### config.mk
export PLATFORM = sky130hd
export DESIGN_NAME = dlatch_exerciser_flat
export DESIGN_NICKNAME = d
export VERILOG_FILES = /design/src/rtl/dlatch_exerciser_if.sv /design/src/rtl/dlatch_exerciser.sv /design/src/flat_wrapper.sv
export SDC_FILE = /design/constraint.sdc
export NUM_CORES = 1
export LEC_CHECK = 0
export ABC_AREA = 1
export ABC_CLOCK_PERIOD_IN_PS = 1400
export CAP_MARGIN = 0
export CORE_AREA = 2 2 71 46
export DETAILED_ROUTE_END_ITERATION = 12
export DIE_AREA = 0 0 73 48
export GPL_TIMING_DRIVEN = 1
export PLACE_DENSITY = 0.76
export SLEW_MARGIN = 10
export SYNTH_ARGS = -nofsm -noshare
export SYNTH_HDL_FRONTEND = slang
export SYNTH_SLANG_ARGS = --single-unit
### constraint.sdc
create_clock -name clk -period 1.4 [get_ports clk]
set_input_delay 0.28 -clock clk [delete_from_list [all_inputs] [get_ports clk]]
set_output_delay 0.28 -clock clk [all_outputs]
set_load 0.005 [all_outputs]
### src/rtl/dlatch_exerciser_if.sv
// dlatch_exerciser_if
// Bundles the exerciser's run control, status and latch-side signals.
//   start      : run request (level-sampled)
//   d_out/e_out: drive latch d/e
//   q_in/q_bar_in : observed latch q/q_bar
//   busy/done/pass/err_count/vec_idx : run status
// Modports: slave = exerciser side, master = environment side
// (controller plus the latch under test).
interface dlatch_exerciser_if;
   logic       start;
   logic       d_out;
   logic       e_out;
   logic       q_in;
   logic       q_bar_in;
   logic       busy;
   logic       done;
   logic       pass;
   logic [7:0] err_count;
   logic [1:0] vec_idx;

   modport slave (
      input  start, q_in, q_bar_in,
      output d_out, e_out, busy, done, pass, err_count, vec_idx
   );

   modport master (
      output start, q_in, q_bar_in,
      input  d_out, e_out, busy, done, pass, err_count, vec_idx
   );
endinterface

### src/rtl/dlatch_exerciser.sv
// dlatch_exerciser
// Clocked stimulus/monitor wrapped around a D latch. Sweeps every {e,d}
// combination, holding each for HOLD_CYCLES clocks, and checks q/q_bar
// against a reference model on the last clock of each hold window.
// Ports:
//   clk   : single clock, rising edge
//   rst_n : asynchronous active-low reset
//   bus   : dlatch_exerciser_if.slave (start, d_out, e_out, q_in,
//           q_bar_in, busy, done, pass, err_count, vec_idx)
// Parameters:
//   HOLD_CYCLES (>=2) clocks per vector, NUM_PASSES (>=1) sweeps per run.
// Build option:
//   DLATCH_EXER_GRAY_EN defined -> Gray sweep order 00,01,11,10;
//   undefined -> binary order 00,01,10,11.
//
// state  | meaning
// -------+--------------------------------------------------------------
// S_IDLE | after reset; latch inputs low, waiting for start
// S_RUN  | sweep in progress; vector held, sampled on last hold clock
// S_DONE | run finished; result held until the next start
module dlatch_exerciser #(
   parameter int HOLD_CYCLES = 10,
   parameter int NUM_PASSES  = 1
) (
   input logic               clk,
   input logic               rst_n,
   dlatch_exerciser_if.slave bus
);

   localparam int HW = $clog2(HOLD_CYCLES);
   localparam int PW = $clog2(NUM_PASSES + 1);
   localparam logic [HW-1:0] HOLD_LAST = HW'(HOLD_CYCLES - 1);
   localparam logic [PW-1:0] PASS_LAST = PW'(NUM_PASSES - 1);

   typedef enum logic [1:0] {
      S_IDLE = 2'd0,
      S_RUN  = 2'd1,
      S_DONE = 2'd2
   } state_t;

   state_t        state_q, state_d;
   logic [HW-1:0] hold_cnt_q, hold_cnt_d;
   logic [1:0]    vec_idx_q, vec_idx_d;
   logic [PW-1:0] pass_cnt_q, pass_cnt_d;
   logic          exp_q_q, exp_q_d;
   logic          exp_valid_q, exp_valid_d;
   logic [7:0]    err_q, err_d;
   logic          pass_q, pass_d;

   logic [1:0]    cur_vec;
   logic          running;
   logic          sample;
   logic          expect_bit;
   logic          mismatch;

   // Vector bit 1 is e, bit 0 is d.
   function automatic logic [1:0] vec_of(input logic [1:0] idx);
`ifdef DLATCH_EXER_GRAY_EN
      return {idx[1], idx[1] ^ idx[0]};
`else
      return idx;
`endif
   endfunction

   assign cur_vec    = vec_of(vec_idx_q);
   assign running    = (state_q == S_RUN);
   assign sample     = running && (hold_cnt_q == HOLD_LAST);
   assign expect_bit = cur_vec[1] ? cur_vec[0] : exp_q_q;

   // Case-inequality so an undriven or X latch output counts as a fault.
   // Both failure conditions together still count as one mismatch.
   assign mismatch = (cur_vec[1] || exp_valid_q) &&
                     ((bus.q_in !== expect_bit) || (bus.q_bar_in !== ~bus.q_in));

   always_ff @(posedge clk or negedge rst_n) begin
      if (!rst_n) begin
         state_q     <= S_IDLE;
         hold_cnt_q  <= '0;
         vec_idx_q   <= '0;
         pass_cnt_q  <= '0;
         exp_q_q     <= 1'b0;
         exp_valid_q <= 1'b0;
         err_q       <= '0;
         pass_q      <= 1'b0;
      end else begin
         state_q     <= state_d;
         hold_cnt_q  <= hold_cnt_d;
         vec_idx_q   <= vec_idx_d;
         pass_cnt_q  <= pass_cnt_d;
         exp_q_q     <= exp_q_d;
         exp_valid_q <= exp_valid_d;
         err_q       <= err_d;
         pass_q      <= pass_d;
      end
   end

   always_comb begin
      state_d     = state_q;
      hold_cnt_d  = hold_cnt_q;
      vec_idx_d   = vec_idx_q;
      pass_cnt_d  = pass_cnt_q;
      exp_q_d     = exp_q_q;
      exp_valid_d = exp_valid_q;
      err_d       = err_q;
      pass_d      = pass_q;

      case (state_q)
         S_IDLE, S_DONE: begin
            if (bus.start) begin
               state_d     = S_RUN;
               hold_cnt_d  = '0;
               vec_idx_d   = '0;
               pass_cnt_d  = '0;
               exp_q_d     = 1'b0;
               exp_valid_d = 1'b0;
               err_d       = '0;
               pass_d      = 1'b0;
            end
         end
         S_RUN: begin
            if (sample) begin
               if (mismatch && (err_q != 8'hFF)) begin
                  err_d = err_q + 8'd1;
               end
               if (cur_vec[1]) begin
                  exp_q_d     = cur_vec[0];
                  exp_valid_d = 1'b1;
               end
               hold_cnt_d = '0;
               if (vec_idx_q == 2'd3) begin
                  vec_idx_d  = '0;
                  pass_cnt_d = pass_cnt_q + 1'b1;
                  if (pass_cnt_q == PASS_LAST) begin
                     state_d = S_DONE;
                     // err_d already includes this final sample.
                     pass_d  = (err_d == 8'd0);
                  end
               end else begin
                  vec_idx_d = vec_idx_q + 2'd1;
               end
            end else begin
               hold_cnt_d = hold_cnt_q + 1'b1;
            end
         end
         default: begin
            state_d = S_IDLE;
         end
      endcase
   end

   assign bus.e_out     = running ? cur_vec[1] : 1'b0;
   assign bus.d_out     = running ? cur_vec[0] : 1'b0;
   assign bus.busy      = running;
   assign bus.done      = (state_q == S_DONE);
   assign bus.pass      = pass_q;
   assign bus.err_count = err_q;
   assign bus.vec_idx   = vec_idx_q;

endmodule

### src/flat_wrapper.sv
// flat-port wrapper written by rule: the top's interface ports become plain ports
module dlatch_exerciser_flat 
#(
   parameter int HOLD_CYCLES = 10,
   parameter int NUM_PASSES  = 1
)
  (clk, rst_n, bus_start, bus_q_in, bus_q_bar_in, bus_d_out, bus_e_out, bus_busy, bus_done, bus_pass, bus_err_count, bus_vec_idx);
  dlatch_exerciser_if bus_i ();
  input logic clk;
  input logic rst_n;
  input wire logic [$bits(bus_i.start)-1:0] bus_start;
  input wire logic [$bits(bus_i.q_in)-1:0] bus_q_in;
  input wire logic [$bits(bus_i.q_bar_in)-1:0] bus_q_bar_in;
  output wire logic [$bits(bus_i.d_out)-1:0] bus_d_out;
  output wire logic [$bits(bus_i.e_out)-1:0] bus_e_out;
  output wire logic [$bits(bus_i.busy)-1:0] bus_busy;
  output wire logic [$bits(bus_i.done)-1:0] bus_done;
  output wire logic [$bits(bus_i.pass)-1:0] bus_pass;
  output wire logic [$bits(bus_i.err_count)-1:0] bus_err_count;
  output wire logic [$bits(bus_i.vec_idx)-1:0] bus_vec_idx;
  assign bus_i.start = bus_start;
  assign bus_i.q_in = bus_q_in;
  assign bus_i.q_bar_in = bus_q_bar_in;
  assign bus_d_out = bus_i.d_out;
  assign bus_e_out = bus_i.e_out;
  assign bus_busy = bus_i.busy;
  assign bus_done = bus_i.done;
  assign bus_pass = bus_i.pass;
  assign bus_err_count = bus_i.err_count;
  assign bus_vec_idx = bus_i.vec_idx;
  dlatch_exerciser #(.HOLD_CYCLES(HOLD_CYCLES), .NUM_PASSES(NUM_PASSES)) u_core (.clk(clk), .rst_n(rst_n), .bus(bus_i));
endmodule
==> flow_summary.json <==
{
  "die_width_um": 73,
  "synth_enable_flop_cells": 0,
  "multi_input_area_um2": 970,
  "fillers": 148,
  "power.ir.vdd_worst_mv": 1.20,
  "grt_first_pass_wirelength_um": 7290,
  "failed_checks": "setup timing",
  "number_of_buffers_on_the_longest_clock_path": 2,
  "critical_path.max_fanout": 5,
  "fp.dieArea_um2": 3500,
  "cts-buffers-inserted": 3,
  "rsz_0062_raised_after_global_routing": "yes",
  "finalCritPeriodShare_pct": 126,
  "n_antenna_cell": 0,
  "timing.slew.headroom_pct": 81.2,
  "yosys_warnings": 0,
  "use_met2_pct": 51.5,
  "cp-start-kind": "flop",
  "fin_worst_skew_ns": 0.00749,
  "h-tree-depth": 1,
  "post_route_cells_drive_above_1_share_pct": 55.8,
  "port-buffer-count": 19,
  "hold_slack_ns": 0.358,
  "grt_util_met1_pct": 35.1,
  "grt.met3_usage_pct": 7.16,
  "final_hold_viol_count": 0,
  "fin_util_pct": 80.6,
  "synth_cell_types": 24,
  "core_area_um2": 2800,
  "dp.final_hpwl_um": 2650,
  "total_number_of_placement_rows": 15,
  "worst_slack_ns": -0.362,
  "postSynthRegisterBits": 20,
  "via_per_inst": 5.81,
  "grt_pass1_vias": 1497,
  "worst_path_max_delay_cell": "sky130_fd_sc_hd__dfrtp_1",
  "postRouteWirelength_um": 5620,
  "start_util_pct": 46.4,
  "worst_skew_pair.late_latency_ns": 0.27,
  "finalSetupViolations": 18,
  "postSynthCellCount": 165,
  "synth.cell_area_um2": 1300,
  "power_w": 0.00403,
  "dp.cells": 251,
  "synthTopCellsByCount": "sky130_fd_sc_hd__nand2_1 (42), sky130_fd_sc_hd__dfrtp_1 (20), sky130_fd_sc_hd__inv_1 (16), sky130_fd_sc_hd__nand3_1 (16), sky130_fd_sc_hd__nor2_1 (10)",
  "largest_net_degree_at_the_start_of_global_routing": 21,
  "min_period_ns": 1.76,
  "clock_sink_count": 20,
  "die_boundary_height_um": 48,
  "synth_nets": 174,
  "asyncSetResetFlopFracSynth_pct": 100,
  "post_detailed_route_count_of_antenna_violating_nets": 0,
  "synth_flop_cell": "sky130_fd_sc_hd__dfrtp_1",
  "synthTopCellsByArea": "sky130_fd_sc_hd__dfrtp_1 (39%), sky130_fd_sc_hd__nand2_1 (12%), sky130_fd_sc_hd__nand3_1 (6.2%)",
  "critical_path.max_stage_delay_ns": 0.40,
  "globalplace.congestion": 0.912,
  "drt_pass1_iterations": 4,
  "antenna_violations_before_repair": 0,
  "number_of_drc_markers_in_iteration_0": 251,
  "routed-via-count": 1593,
  "cts_root_buf": "sky130_fd_sc_hd__clkbuf_8",
  "max-cap-violations": 0,
  "busiest_layer": "met2",
  "worst-path-buf-inv": 1,
  "synth.most_common_cell": "sky130_fd_sc_hd__nand2_1",
  "crit_top_cell": "sky130_fd_sc_hd__nand2_4",
  "overflow": 0,
  "synth_sequential_area_ratio_pct": 38.6,
  "stdcell_count": 274,
  "synth_area_leader_cell": "sky130_fd_sc_hd__dfrtp_1",
  "syn_avg_cell_area_um2": 7.86,
  "crit_type": "reg -> reg",
  "worstPathCellList": "ha_4, nand2_4, nor2_4, nand3_4, nand4_4, nand2_4, nand2_4, inv_2, nor2_4, nand2_2, o21ai_2",
  "maxClockFrequency_mhz": 568,
  "sort_of_element_at_the_end_of_the_critical_path": "flop",
  "area_delta_synth_final_pct": 73.8,
  "cts_hold_repair.buffers": 0,
  "drc": 0,
  "top_level_ports": 20,
  "outcome": "complete, but fails checks",
  "wl_per_cell_um": 20.5,
  "setup_tns_ns": -2.90,
  "synth.top_cell.area_share_pct": 38.6,
  "min_path_type": "in -> async",
  "p_per_area_nw_per_um2": 1790,
  "final_net_count": 250,
  "final-seq-area_um2": 502,
  "cp_data_required_time_ns": 1.60,
  "worst_slew_pin_slew_ns": 0.283,
  "timing.critical_path.arrival_ns": 1.96,
  "clock_tree_from_tritoncts": "yes",
  "cell_family_contributing_the_most_delay_on_the_critical_path": "simple AND/OR/NAND/NOR gates",
  "clkSlewWorstSetupHoldPaths_ns": 0.09,
  "slew_violations": 0,
  "p_leak_nw": 1.14,
  "track_usage_pct": 28.8
}
-- report_power, final --
group          leakage (nW)  internal [W]  switching (W)
registers             0.260      0.000737       0.000152
logic                 0.846       0.00121        0.00145
clock network        0.0288      0.000252       0.000225
-- flip-flops by register name, indices dropped and copies added, names as in the netlist --
register,count
u_core.exp_valid_q,1
u_core.hold_cnt_q,4
u_core.state_q,2
u_core.bus.pass,1
u_core.exp_q_q,1
u_core.pass_cnt_q,1
u_core.bus.vec_idx,2
u_core.bus.err_count,8
-- placed cells by master, fill, tap and decap left out, drive strengths merged --
master | netlist | final
dlygate4sd2 | 0 | 10
clkbuf | 0 | 5
nand2 | 50 | 50
o21ai | 13 | 13
inv | 25 | 25
a21oi | 2 | 2
nand4 | 2 | 3
clkdlybuf4s50 | 0 | 4
nor3 | 1 | 1
a22o | 3 | 3
nor2 | 18 | 18
o22ai | 3 | 3
xor2 | 5 | 5
ha | 4 | 4
nand3 | 19 | 20
dfrtp | 20 | 20
buf | 0 | 54
-- kinds of logic (layout without fill, tap and decap cells) --
group	Yosys count	count (layout)	synth area share [%]
DFF	20	20	38.6
and+or+nand+nor	90	92	37.4
adders and majority gates	4	4	3.86
xor gates and xnor gates	5	5	3.38
AOI/OAI and AO/OA	21	21	9.56
buffers and inverters	25	98	7.24
-- through the flow --
stage               setup slack (ns)  area [um^2]
floorplan                    -0.0977         1310
global placement              -0.303         1790
detailed placement            -0.343         1790
CTS                           -0.171         2050
global route                  -0.403         2250
finish                        -0.362         2250
-- area by class of cell --
cell class                      count  share of cell area, %
Multi-Input combinational cell    122                   43.0
Timing Repair Buffer               69                   25.5
Sequential cell                    20                   22.3
Inverter                           25                   4.83
Clock buffer                        4                   2.44
Tap cell                           34                   1.89
-- final timing paths --
kind	from	endpoint	slack [ns]	cells after the start
min in group clk	u_core.pass_cnt_q	u_core.pass_cnt_q	0.53	2
setup / recovery	u_core.bus.err_count[0]	u_core.bus.pass	-0.36	11
hold / removal	rst_n	u_core.bus.err_count[3]	0.36	2
hold reg to reg	u_core.pass_cnt_q	u_core.pass_cnt_q	0.53	2
max in group asynchronous	rst_n	u_core.bus.err_count[2]	0.80	2
setup reg to reg	u_core.bus.err_count[0]	u_core.bus.pass	-0.36	11
-- metal layers --
layer	up-vias	routed length, um	share of wire (%)
met1	768	2210	39
met2	104	2700	48
li1	692	-	-
met4	0	225	4.0
met5	-	0	0
met3	29	487	8.7
-- repair_timing --
item                       4_1_cts  5_1_grt
setup buffers                    9        9
setup endpoints to repair       30       19
cloned                           2        0
pin swaps                       12       22
resized for setup               64       40
Note: power is estimated with default switching activity, not from simulation.
==> patch 1 (config.mk and constraints unchanged) <==
Build with the macro `DLATCH_EXER_GRAY_EN` defined.
--- a/src/rtl/dlatch_exerciser.sv
+++ b/src/rtl/dlatch_exerciser.sv
@@ -18,6 +18,8 @@
 // S_IDLE | after reset; latch inputs low, waiting for start
 // S_RUN  | sweep in progress; vector held, sampled on last hold clock
 // S_DONE | run finished; result held until the next start
+`define DLATCH_EXER_GRAY_EN
+
 module dlatch_exerciser #(
    parameter int HOLD_CYCLES = 10,
    parameter int NUM_PASSES  = 1
Function: same outputs for any inputs over 10 cycles, from zero or initial values and one cycle with rst_n low; that may be too few to reach the edited logic, so the function may still have changed.
==> patch 1 against the unedited design <==
- the run still ends with setup timing left
- power up 3.9%
- sequential cell count is the same
- largest power group unchanged
- non-clock buffer count is 12 lower
- routed wire length shrank 6.0%
- hold slack got worse by 0.016 ns
- clock power grew 26%
- synthesized area is 0.29% higher
- final area is 7.2% lower
- setup slack got worse by 0.057 ns
==> patch 1: results (changes against the unedited design) <==
- Gate count after technology mapping: 172 (+4.2%)
- Synth area leaders: dfrtp_1 38%, nand2_1 12%, inv_1 7.5%, nand3_1 6.9%, ha_1 3.8%
- Clock skew: 0.0120 ns (+0.00450 ns)
- R2R cell count: 12 (+1)
- Max rail drop VDD: 1300 uV (+7.8%)
- CTS root buffer: clkbuf_8
- Sequential share of the synthesized area: 38.5% (-0.11 points)
- Post-DP HPWL: 2.76 mm (+4.3%)
- Final Non-Filler Cells: 266 (-2.9%)
- Crit. Startpoint: u_core.bus.err_count[1]
- Ys async rst share: 100% (unchanged)
- CTS Buffer Depth: 2 (unchanged)
- DR iter-0 viols: 343 (+37%)
- Setup WS post-layout: -0.418 ns (-0.0567 ns)
- Count of cell types in the netlist: 22 (-8.3%)
- Failing checks: setup timing
- Drt first pass iters: 5 (+1)
- Sum of negative setup slack: -2.29 ns (+0.604 ns)
- Layout Nets: 242 (-3.2%)
- WP data arrival: 2.02 ns (+0.06 ns)
- Footprint of the multi-input gates: 855 sq um (-12%)
- Setup-failing EPs final: 18 (unchanged)
- Synthesized Nets: 181 (+4.0%)
- Hold_ws: 0.342 ns (-0.0162 ns)
- Fillers: 158 (+6.8%)
- CP Max Fanout: 6 (+1)
- Cell Area, Placed: 0.00175 sq mm (-2.4%)
- Min-Delay Path Class: input port to async pin
- GR Util All Layers: 24.6% (-4.2 points)
- Dpl ws: -0.388 ns (-0.0448 ns)
- DR vias: 1,609 (+1.0%)
- Reg2reg start: u_core.bus.err_count[1]
- Leakage power: 1.05 nW (-7.3%)
- Worst Tran Pin Value: 0.389 ns (+0.107 ns)
- Outcome: finished with violations
- Vias in the first global route: 1,327 (-11%)
- Top cells by instance count after synthesis: 43 x nand2_1, 26 x inv_1, 20 x dfrtp_1
- Layout cell share with drive strength beyond 1: 44.8% (-11 points)
- Ys Warns: 0 (unchanged)
- Routability cong.: 0.906 (-0.69%)
- Total wire length: 5.28 mm (-6.0%)
- First-pass GRT wire length: 6.18 mm (-15%)
- Dpl cells: 252 (+0.40%)
- Initial antenna violation count: 0 (unchanged)
patch 1: cell type report:
class                           instances  share of cell area (%)
Clock buffer                            3                    1.97
Timing Repair Buffer                   57                    23.9
Clock inverter                          1                    1.44
Multi-Input combinational cell        121                    40.8
Sequential cell                        20                    24.1
Inverter                               30                    5.74
Tap cell                               34                    2.03
patch 1: metal layers:
| metal | track usage (%) | vias to the layer above | routed length [microns] |
|---|---|---|---|
| met4 | 13.3 | 0 | 362 |
| met3 | 5.47 | 49 | 541 |
| met2 | 39.1 | 144 | 2370 |
| met1 | 32.1 | 737 | 2010 |
| li1 | - | 679 | - |
| met5 | 0 | - | 0 |
patch 1: where the power goes:
| part | internal, mW | switching, mW |
|---|---|---|
| Clock | 0.383 | 0.219 |
| Combinational | 1.12 | 1.45 |
| Sequential | 0.792 | 0.221 |
| Total | 2.29 | 1.89 |
patch 1: critical path, stage by stage, from the launching register on:
cell	delay, ns
dfrtp_2	0.40
ha_4	0.16
nand2_4	0.05
nor2_4	0.16
nand2_4	0.10
buf_6	0.15
nand3_1	0.11
nand2_1	0.11
nor2_1	0.17
nand2_1	0.08
nor2_1	0.11
nand2_1	0.06
nand2_1	0.06
patch 1: cells by family after synthesis:
| kind of cell | after synthesis | synth area share, % |
|---|---|---|
| buf+inv | 32 | 9.91 |
| flops | 20 | 38.5 |
| simple gates | 90 | 35.5 |
| xor+xnor | 4 | 2.69 |
| compound gates | 22 | 9.53 |
| fa+ha+maj | 4 | 3.85 |
patch 1: repair_timing:
| item | 4_1_cts | 5_1_grt |
|---|---|---|
| cloned | 0 | 1 |
| hold buffers | 0 | 0 |
| gates resized for setup | 50 | 47 |
| buffers inserted | 6 | 3 |
| pin swaps | 6 | 20 |
| setup endpoints to repair | 25 | 22 |
==> patch 2 (same settings) <==
Without the edit above. Make the reset (`rst_n`) synchronous in one clocked block. Comments in the files are not updated.
--- a/src/rtl/dlatch_exerciser.sv
+++ b/src/rtl/dlatch_exerciser.sv
@@ -72,7 +72,7 @@
    assign mismatch = (cur_vec[1] || exp_valid_q) &&
                      ((bus.q_in !== expect_bit) || (bus.q_bar_in !== ~bus.q_in));
 
-   always_ff @(posedge clk or negedge rst_n) begin
+   always_ff @(posedge clk) begin
       if (!rst_n) begin
          state_q     <= S_IDLE;
          hold_cnt_q  <= '0;
Check against the original RTL: differs if rst_n is asserted again (counterexample within 4 cycles, from zero or initial values and one cycle with rst_n low); with rst_n held inactive, the same outputs for 10 cycles.
==> patch 2 against the unedited design <==
- the run still ends with setup timing left
- non-clock buffer count up 4
- synthesized area down 4.6%
- clock skew up 0.0015 ns
- critical endpoint is now u_core.bus.pass
- setup slack better by 0.098 ns
- fmax up 5.9%
- final area up 0.67%
- routed wire length down 14%
- sequential cell count unchanged
Power is not compared: it rests on default switching activity, and its combinational part moved more than twofold at a synthesized area within 25%.
==> patch 2: results (changes against the unedited design) <==
- WL/cell: 16.7 microns (-19%)
- Layout Nets: 266 (+6.4%)
- Largest net degree at the start of global routing: 12 (-43%)
- Synth area leaders: dfxtp_1 32%, nand2_1 11%, nand3_1 7.7%, inv_1 7.6%, nor2_1 5.5%
- Count of cell types in the netlist: 22 (-8.3%)
- CP peak stage delay: 0.36 ns (-0.04 ns)
- Dpl ws: -0.476 ns (-0.133 ns)
- Routability cong.: 0.826 (-9.5%)
- Relative slew margins: 69.3% (-12 points)
- DR vias: 1,564 (-1.8%)
- Setup WS post-layout: -0.264 ns (+0.0979 ns)
- Reg-to-Reg End: u_core.bus.pass
- CP Max Fanout: 7 (+2)
- Crit. Startpoint: u_core.bus.err_count[1]
- Setup-failing EPs final: 13 (-5)
- Hold_ws: 0.525 ns (+0.166 ns)
- Min-Delay Path Class: flop to flop
- GR Util All Layers: 23.5% (-5.4 points)
- Avg Inst Size Synth: 6.91 sq um (-12%)
- Fillers: 156 (+5.4%)
- Top FF cell, synth: dfxtp_1
- WP data arrival: 1.88 ns (-0.08 ns)
- Ys async rst share: 0% (-100 points)
- Top cells by instance count after synthesis: 37 x nand2_1, 25 x inv_1, 20 x dfxtp_1
- Routed vias/inst: 5.39 (-7.2%)
- Failing checks: setup timing
- Drt first pass iters: 5 (+1)
- Outcome: finished with violations
- Layout cell share with drive strength beyond 1: 57.0% (+1.2 points)
- First-pass GRT wire length: 6.08 mm (-17%)
- DR iter-0 viols: 101 (-60%)
- Synthesized Nets: 188 (+8.0%)
- Post-DP HPWL: 2.49 mm (-6.1%)
- Clock skew: 0.00899 ns (+0.00150 ns)
- Slowest-stage cell, CP: dfxtp_4
- Dpl cells: 276 (+10%)
- Vias in the first global route: 1,332 (-11%)
==> patch 2: worst min path at each step <==
stage | from | end | cells after the start
finish | u_core.bus.pass | u_core.bus.pass | 2
global route | u_core.bus.pass | u_core.bus.pass | 2
CTS | u_core.pass_cnt_q | u_core.pass_cnt_q | 2
detailed placement | u_core.pass_cnt_q | u_core.pass_cnt_q | 2
global placement | u_core.exp_valid_q | u_core.exp_valid_q | 2
floorplan | u_core.exp_valid_q | u_core.exp_valid_q | 2
==> patch 2: timing repair <==
item	CTS	global route
gates cloned	0	1
setup endpoints to repair	28	21
pin swaps	15	16
hold buffers	0	0
gates resized for setup	61	67
buffers inserted	7	6
==> patch 2: cell type report <==
cell class,count,area share [%]
well taps,34,1.88
inverters,32,6.07
clock buffers,4,2.43
repair buffers,73,27.3
multi-input cells,127,43.2
flip-flops and latches,20,19.1
==> patch 2: layer usage <==
| metal | up-vias | GRT usage (%) | part of all wire, % |
|---|---|---|---|
| met3 | 19 | 4.63 | 6.5 |
| met5 | - | 0 | 0 |
| met1 | 729 | 31.0 | 43 |
| met2 | 81 | 38.9 | 48 |
| li1 | 735 | - | - |
| met4 | 0 | 8.89 | 2.9 |
==> patch 2: power by group <==
part / internal, mW / leakage, nW / switching [mW] / total [mW]
clock: 0.252 / 0.0288 / 0.216 / 0.467
sequential: 0.575 / 0.170 / 0.0165 / 0.591
combinational: 0.146 / 0.834 / 0.175 / 0.321
total: 0.972 / 1.03 / 0.407 / 1.38
==> patch 2: kinds of logic after synthesis <==
family,Yosys count,synth area share [%]
buffers and inverters,33,10.0
and+or+nand+nor,93,38.9
adders and majority gates,4,4.05
DFF,20,32.4
AOI/OAI and AO/OA,24,11.1
xor gates and xnor gates,5,3.54
==> patch 2: worst reg2reg max path, delay by kind of cell, from the launching register on <==
kind,cells,cell delay [ns]
buffers and inverters,2,0.13
and+or+nand+nor,8,0.81
AOI/OAI and AO/OA,1,0.12
DFF,1,0.36
adders and majority gates,1,0.18
==> patch 2: through the flow <==
| step | setup TNS [ns] | area [sq um] | power [mW] |
|---|---|---|---|
| finish | -0.822 | 2270 | 1.38 |
| global route | -1.70 | 2270 | 1.42 |
| CTS | -0.504 | 2020 | 1.28 |
| detailed placement | -5.33 | 1810 | 0.816 |
| global placement | -4.83 | 1810 | 0.811 |
| floorplan | 0 | 1240 | 0.692 |
